**config.mk**
```make
export PLATFORM = sky130hd
export DESIGN_NAME = multiplicador_algoritmico
export DESIGN_NICKNAME = d
export VERILOG_FILES = /design/src/rtl/multiplicador_algoritmico.sv
export SDC_FILE = /design/constraint.sdc
export NUM_CORES = 1
export LEC_CHECK = 0
export CORE_ASPECT_RATIO = 1.4
export CORE_MARGIN = 2
export CORE_UTILIZATION = 45
export DETAILED_ROUTE_END_ITERATION = 8
export HOLD_SLACK_MARGIN = 0.15
export PLACE_DENSITY = 0.7
export REMOVE_ABC_BUFFERS = 1
export SYNTH_ARGS = -nofsm -noshare
export SYNTH_HDL_FRONTEND = slang
export SYNTH_SLANG_ARGS = --single-unit
export TNS_END_PERCENT = 50
```
**constraint.sdc**
```tcl
create_clock -name CLK -period 24.4 [get_ports CLK]
set_clock_uncertainty 0.2 [all_clocks]
set_input_delay 4.88 -clock CLK [delete_from_list [all_inputs] [get_ports CLK]]
set_output_delay 4.88 -clock CLK [all_outputs]
set_load 0.02 [all_outputs]
```
**src/rtl/multiplicador_algoritmico.sv**
```systemverilog
// -----------------------------------------------------------------------------
// multiplicador_algoritmico
//
// Sequential signed multiplier using shift-and-add on operand magnitudes.
// The sign of the result is stored separately and applied once, when the
// product is written.
//
// Parameters
//   tamanyo : operand width in bits (>= 2). Producto is 2*tamanyo bits wide.
//
// Ports
//   CLK      in   clock; every state change happens on its rising edge
//   RSTa     in   asynchronous active-high reset
//   Start    in   begin a multiplication (only looked at in IDLE)
//   A, B     in   signed operands, sampled on the edge that accepts Start
//   Producto out  registered signed product A*B, held until the next result
//   Done     out  registered one-cycle pulse on the edge Producto updates
//
// Configuration macro
//   MULT_EARLY_EXIT_EN : when defined, the iteration phase stops as soon as
//   the shifted multiplier reaches zero. The product is the same either way;
//   only the latency gets shorter.
//
// Timing (macro undefined): Start accepted at edge E -> Producto/Done update
// at edge E+tamanyo+1.
// -----------------------------------------------------------------------------
module multiplicador_algoritmico #(
  parameter int tamanyo = 32
) (
  input  logic                   CLK,
  input  logic                   RSTa,
  input  logic                   Start,
  input  logic [tamanyo-1:0]     A,
  input  logic [tamanyo-1:0]     B,
  output logic [2*tamanyo-1:0]   Producto,
  output logic                   Done
);

  // Counter holds values tamanyo down to 0.
  localparam int CW = $clog2(tamanyo + 1);

  typedef enum logic [1:0] {
    IDLE = 2'd0,
    ITER = 2'd1,
    FIN  = 2'd2
  } state_t;

  state_t state, next_state;

  logic [2*tamanyo-1:0] mcand;   // |A| zero-extended, shifted left each step
  logic [tamanyo-1:0]   mplier;  // |B|, shifted right each step
  logic [2*tamanyo-1:0] acc;     // partial sum of magnitudes
  logic [CW-1:0]        cnt;     // remaining iterations
  logic                 sign;    // result is negative when set

  logic [tamanyo-1:0]   a_mag;
  logic [tamanyo-1:0]   b_mag;
  logic [2*tamanyo-1:0] prod_signed;
  logic                 last_iter;

  // Two's-complement magnitude. For the most negative value the negation
  // wraps back to 1000..0, which read as unsigned is exactly 2^(tamanyo-1).
  assign a_mag = A[tamanyo-1] ? (~A + 1'b1) : A;
  assign b_mag = B[tamanyo-1] ? (~B + 1'b1) : B;

  // Negating a zero accumulator gives zero again, so no negative zero.
  assign prod_signed = sign ? (~acc + 1'b1) : acc;

`ifdef MULT_EARLY_EXIT_EN
  // Remaining multiplier bits are all zero after this shift: nothing more
  // can be added, so the accumulator already holds the full magnitude.
  assign last_iter = (cnt == CW'(1)) || ((mplier >> 1) == '0);
`else
  assign last_iter = (cnt == CW'(1));
`endif

  // ---------------------------------------------------------------------------
  // State register
  // ---------------------------------------------------------------------------
  // NOTE: sequential state uses non-blocking (<=) so every flop samples the
  // pre-edge values of the others; blocking here would create order-dependent
  // simulation and mismatch with synthesis.
  always_ff @(posedge CLK or posedge RSTa) begin
    if (RSTa) state <= IDLE;
    else      state <= next_state;
  end

  // ---------------------------------------------------------------------------
  // Next-state logic
  // ---------------------------------------------------------------------------
  // NOTE: next_state gets a default before the case so every path assigns it;
  // a missing assignment on any path would infer a latch.
  always_comb begin
    next_state = IDLE;
    case (state)
      IDLE: next_state = Start ? ITER : IDLE;
      ITER: next_state = last_iter ? FIN : ITER;
      FIN:  next_state = IDLE;
      default: next_state = IDLE;   // unused encoding recovers to IDLE
    endcase
  end

  // ---------------------------------------------------------------------------
  // Datapath: operand registers, accumulator and counter
  // ---------------------------------------------------------------------------
  // NOTE: all datapath registers are reset, not just the control state, so an
  // aborted operation leaves no stale operands or partial sums behind.
  always_ff @(posedge CLK or posedge RSTa) begin
    if (RSTa) begin
      mcand  <= '0;
      mplier <= '0;
      acc    <= '0;
      cnt    <= '0;
      sign   <= 1'b0;
    end else begin
      case (state)
        IDLE: begin
          if (Start) begin
            mcand  <= {{tamanyo{1'b0}}, a_mag};
            mplier <= b_mag;
            acc    <= '0;
            cnt    <= CW'(tamanyo);
            sign   <= A[tamanyo-1] ^ B[tamanyo-1];
          end
        end
        ITER: begin
          if (mplier[0]) acc <= acc + mcand;
          mcand  <= mcand << 1;
          mplier <= mplier >> 1;
          cnt    <= cnt - CW'(1);
        end
        default: ;  // FIN and unused encodings leave the datapath alone
      endcase
    end
  end

  // ---------------------------------------------------------------------------
  // Registered outputs
  // ---------------------------------------------------------------------------
  // Done is high only on the edge leaving FIN; every other edge (including all
  // IDLE edges) clears it, giving a single-cycle pulse. Producto only changes
  // in FIN, so it holds between results.
  always_ff @(posedge CLK or posedge RSTa) begin
    if (RSTa) begin
      Producto <= '0;
      Done     <= 1'b0;
    end else begin
      Done <= (state == FIN);
      if (state == FIN) Producto <= prod_signed;
    end
  end

endmodule

```
---- After elaboration in Yosys (flattened, before gate mapping) ----
Index checks and enable logic that the tools add are counted.
cells by class
  reduce and logical (&&, ||, !) cells .... 5
  $add $sub $neg .......................... 5
  mux-type cells .......................... 15
  eq/ne operators ......................... 5
  bitwise gates (word level) .............. 4
operators by type and width
  kind                                               number
  2-to-1 mux 64 bit                                  4
  one-hot mux 64 bit (2 select lines)                2
  2-to-1 mux 32 bit                                  3
  adder 32 x 1 -> 32 bit (second input constant)     2
  adder 64 x 1 -> 64 bit (second input constant)     1
  adder 64 bit                                       1
  NOT 32 bit                                         2
  NOT 64 bit                                         1
  one-hot mux 32 bit (2 select lines)                1
  one-hot mux 6 bit (2 select lines)                 1
  == test 6 x 1 -> 1 bit (second input constant)     1
  2-to-1 mux 6 bit                                   1
  subtractor 6 x 1 -> 6 bit (second input constant)  1
  != test 2 bit (second input constant)              2
  one-hot mux 2 bit (2 select lines)                 1
  AND reduction 2 bit                                2
  AND reduction 3 bit                                1
  == test 2 x 1 -> 1 bit (second input constant)     1
  == test 2 bit (second input constant)              1
  zero test 2 bit                                    1
  2-to-1 mux 2 bit                                   1
  nonzero test 2 bit                                 1
  2-to-1 mux 1 bit                                   1
  XOR 1 bit                                          1
word-level totals
  flip-flop bits (word level) ............. 234

---- Depth between registers and ports, before layout ----
  depth in word-level cells ............... 5
  depth in mapped cells ................... 13

---- Worst setup path after synthesis ----
OpenSTA, ideal clock, no wires.
  path type ............................... input to register
  start point ............................. input A[9]
  end point ............................... register mcand[29]
  stages on the path ...................... 9
  data arrival time ....................... 7,368 ps
  path slack .............................. 16,695 ps
  path through ............................ or4_4 -> or3_4 -> or4_4 -> nand2b_4 -> or2_1 -> or3_4 -> o31ai_4 -> xor2_1 -> a21oi_1
between the ends
  longest elaborated chain between the ends .. 5
RTL lines
  what                                 RTL line  source
  start: declaration                   33        input logic [tamanyo-1:0] A,
  NOT 32 bit                           63        assign a_mag = A[tamanyo-1] ? (~A + 1'b1) : A;
  adder 32 x 1 -> 32 bit               63
  2-to-1 mux 32 bit                    63
  2-to-1 mux 64 bit                    118       if (Start) begin
  one-hot mux 64 bit (2 select lines)  116       case (state)
  end signal: assignment               119       mcand <= {{tamanyo{1'b0}}, a_mag};
  end signal: assignment               128       mcand <= mcand << 1;
  end: declaration                     50        logic [2*tamanyo-1:0] mcand;
No other way between the ends. The select of a mux whose other input is x is not followed.
A chain may end at the register's enable or synchronous reset.

---- Worst setup path in the final report ----
  start point ............................. input A[7]
  end point ............................... register mcand[29]
Same word-level chain as after synthesis.

==> key figures <==
Worst setup path
  – CP Capture Type: flop
  – Crit-path max cell delay: 0.55 ns
  – R2r startpoint: acc[0]
  – Setup CP Type: primary input to flop
  – CP Cell Sequence: clkdlybuf4s50_1 -> or4_4 -> or3_4 -> or4_4 -> nand2b_4 -> or2_1 -> or3_4 -> o31ai_4 -> xor2_1 -> a21oi_1
  – Setup crit start: A[7]
  – Worst path required time: 24.57 ns
  – Worst setup SP type: primary input
  – Worst R2R Path Depth: 13
  – Arrival time at the worst endpoint: 7.97 ns
  – Worst-path maximum fanout: 4
  – Slowest cell on crit path: or4_4

CTS
  – CTS tree: done
  – # clock sinks: 234
  – Cts-stage hold buffer count: 0
  – CTS Buf Count: 24
  – Post-CTS Setup Bufs: 0
  – Clk_lat worst skew: 0.54 ns
  – H-tree levels: 1
  – CTS root buf: clkbuf_16
  – CTS resizes: 0
  – Clock Path Buffers: 3
  – Worst-path clk slew: 0.06 ns

GRT
  – Total grt overflow: 0
  – GR Util met3: under 10%
  – Met1 Use GR: 25.9%
  – Total Routing Usage GR: a little under a quarter
  – First-pass GRT wire length: between 60,000 and 70,000 um
  – Pin count of the biggest net entering global routing: 105
  – GR Util met2: 44.3%
  – Top Usage Layer GRT: met2
  – Initial antenna violation count: 0
  – Vias in the first global route: 13,100

Power and ir drop
  – VDD IR max: 0.0000680 V
  – Cell Pwr Density: 139 mW/mm2
  – Leak Pwr: 7.35 nW

Job
  – Max_cap viols: 0

STA
  – Worst slew margin: 19.0%
  – Worst-margin pin slew: 1.21 ns
  – Hold_ws: 0.276 ns
  – RSZ-0062 raised after global routing: false
  – Fmax: 0.128 GHz
  – Setup violators final: 0
  – Final Max Tran Viols: 0
  – Setup tns final: 0 ns
  – Minimum clock period: 7.80 ns
  – Final hold vios: 0
  – Fin crit share: a little under a third

Layout
  – Layout cells sized above 1: under 10%
  – Design Area, Final: 0.0175 mm2
  – Syn-to-layout area delta: 16.0%
  – Final #Nets: 1,932
  – Most common cell after layout, fill and taps aside: nand2_1
  – N_diodes: 0
  – Most frequent cells in the layout: 243 x nand2_1, 233 x dfrtp_1, 226 x o21ai_0

Detailed routing
  – Wirelength per Cell: 18.2 um
  – DR pass1 iterations: 5
  – DRC Markers: 0
  – Routed wire length: 41,100 um
  – Antenna-violating nets left: 0
  – Post-DR vias/cell: 5.83
  – DR vias: about 13,000
  – Iter 0 DRT Violations: 708

Floorplanning
  – Die Span X: 159 um
  – Die area: 0.0351 mm2
  – Core box area: 0.0331 mm2
  – Starting density of the core: 45.6%
  – Die height: 221 um
  – Number of core rows: 79
  – I/O Pins: between 100 and 150

Hold path
  – Hold Crit Start: Producto[57]
  – Hold WC Path Type: flop to flop
  – Min-Delay Path Depth: 2

Logic synthesis
  – Post-synth EDFFs: 0
  – Mapped Avg Cell Area: 8.73 um2
  – Ys flop type: dfrtp_1
  – Cell Area, Synth: 0.0151 mm2
  – Register bit total from synthesis: ~230
  – Synth Instances: 1,731
  – Register area share after synthesis: 38.8%
  – Asr flop ratio synth: 100%
  – Synth unique cells: 71
  – Ys Warns: 0

Placement
  – I/O Buffers: 131
  – DP Area: 0.0167 mm2
  – Gpl congestion: between 0.8 and 0.9
  – Hpwl dp: 30,000 um

Outcome
  – Outcome: finished, final reports clean
==> cell usage after synthesis (3+ instances only) <==
library cell / count / share of area (%)
nand2_1: 244 / 6.1
dfrtp_1: 234 / 39
o21ai_0: 227 / 7.5
a21oi_1: 112 / 3.7
xor2_1: 99 / 5.7
clkbuf_1: 93 / 2.3
xnor2_1: 81 / 4.7
ha_1: 68 / 5.6
nor2_1: 59 / 1.5
o22ai_1: 42 / 1.7
a22o_1: 40 / 2.3
o31ai_1: 40 / 2.0
inv_1: 37 / 0.92
a22oi_1: 29 / 1.4
nand4_1: 26 / 1.1
nand3_1: 24 / 0.80
a21o_1: 22 / 1.1
or3_1: 22 / 0.91
nor3_1: 21 / 0.70
o21ai_1: 19 / 0.63
nand2b_1: 16 / 0.66
o41ai_1: 16 / 0.93
o21a_1: 14 / 0.70
o21bai_1: 13 / 0.65
nor4_1: 10 / 0.41
or4_1: 10 / 0.50
a31oi_1: 7 / 0.29
buf_1: 7 / 0.17
a211oi_1: 5 / 0.25
a21boi_0: 5 / 0.25
a221o_1: 5 / 0.33
mux2i_1: 4 / 0.27
nand4b_1: 4 / 0.23
nor2b_1: 4 / 0.17
nor4_2: 4 / 0.33
o31ai_2: 4 / 0.33
or2_2: 4 / 0.17
or4_4: 4 / 0.30
a211o_1: 3 / 0.17
a311o_1: 3 / 0.20
and3_1: 3 / 0.12
nand2b_4: 3 / 0.27
o221a_2: 3 / 0.22
o31a_1: 3 / 0.17
or3_4: 3 / 0.22
==> per-stage QoR <==
step	worst slack [ns]	instances	total power [mW]	util, %
2_1_floorplan	12.90	1629	1.64	-
6_report	16.60	2258	2.44	52.9
3_5_place_dp	16.05	2215	2.05	50.4
5_1_grt	16.50	2258	2.63	52.9
4_1_cts	16.60	2258	2.45	52.9
3_3_place_gp	16.10	2215	2.02	50.4
==> sequential cells by signal, summed over array words and instances, names as in the netlist <==
name / count
Producto: 64
acc: 64
mcand: 64
mplier: 32
cnt: 6
state: 2
Done: 1
sign: 1
==> kinds of logic after synthesis <==
group,synth area share [%]
XOR/XNOR,10.4
flip-flops,38.8
buffers and inverters,3.54
AND/OR/NAND/NOR,15.0
adder cells (fa/ha/maj),5.76
multiplexers,0.265
AO/OA/AOI/OAI,26.2
==> routing by layer <==
metal	vias up	routed length, um	share of wire, %
li1	6443	-	-
met3	98	1900	4.6
met2	320	21400	52
met5	-	0	0
met4	0	1800	4.4
met1	6304	16000	39
==> layout make-up <==
class / count / area (um2)
clock inverter: 10 / 106
inverter: 38 / 150
fill: 3169 / 15600
clock buffer: 33 / 716
timing repair buffer: 141 / 1390
sequential: 234 / 5860
multi-input combinational: 1357 / 8750
tap: 445 / 557
==> report_power, final <==
group	switching, mW	internal, mW	total (mW)	leakage (nW)
combinational	0.785	0.542	1.33	3.89
clock	0.162	0.226	0.388	0.410
sequential	0.179	0.545	0.724	3.04
==> final timing paths <==
kind	slack (ns)	to
worst min register to register	0.28	Producto[57]
worst max register to register	20.06	acc[58]
min in group asynchronous	4.64	Done
worst min-delay path	0.28	Producto[57]
max in group asynchronous	17.94	sign
worst max-delay path	16.60	mcand[29]
==> worst max-delay path: cells and delay by family <==
family                    cells  cell delay, ns
and+or+nand+nor               6            2.19
buffers and inverters         1            0.47
AOI/OAI and AO/OA             2            0.26
xor gates and xnor gates      1            0.16
(Power assumes the default switching activity.)
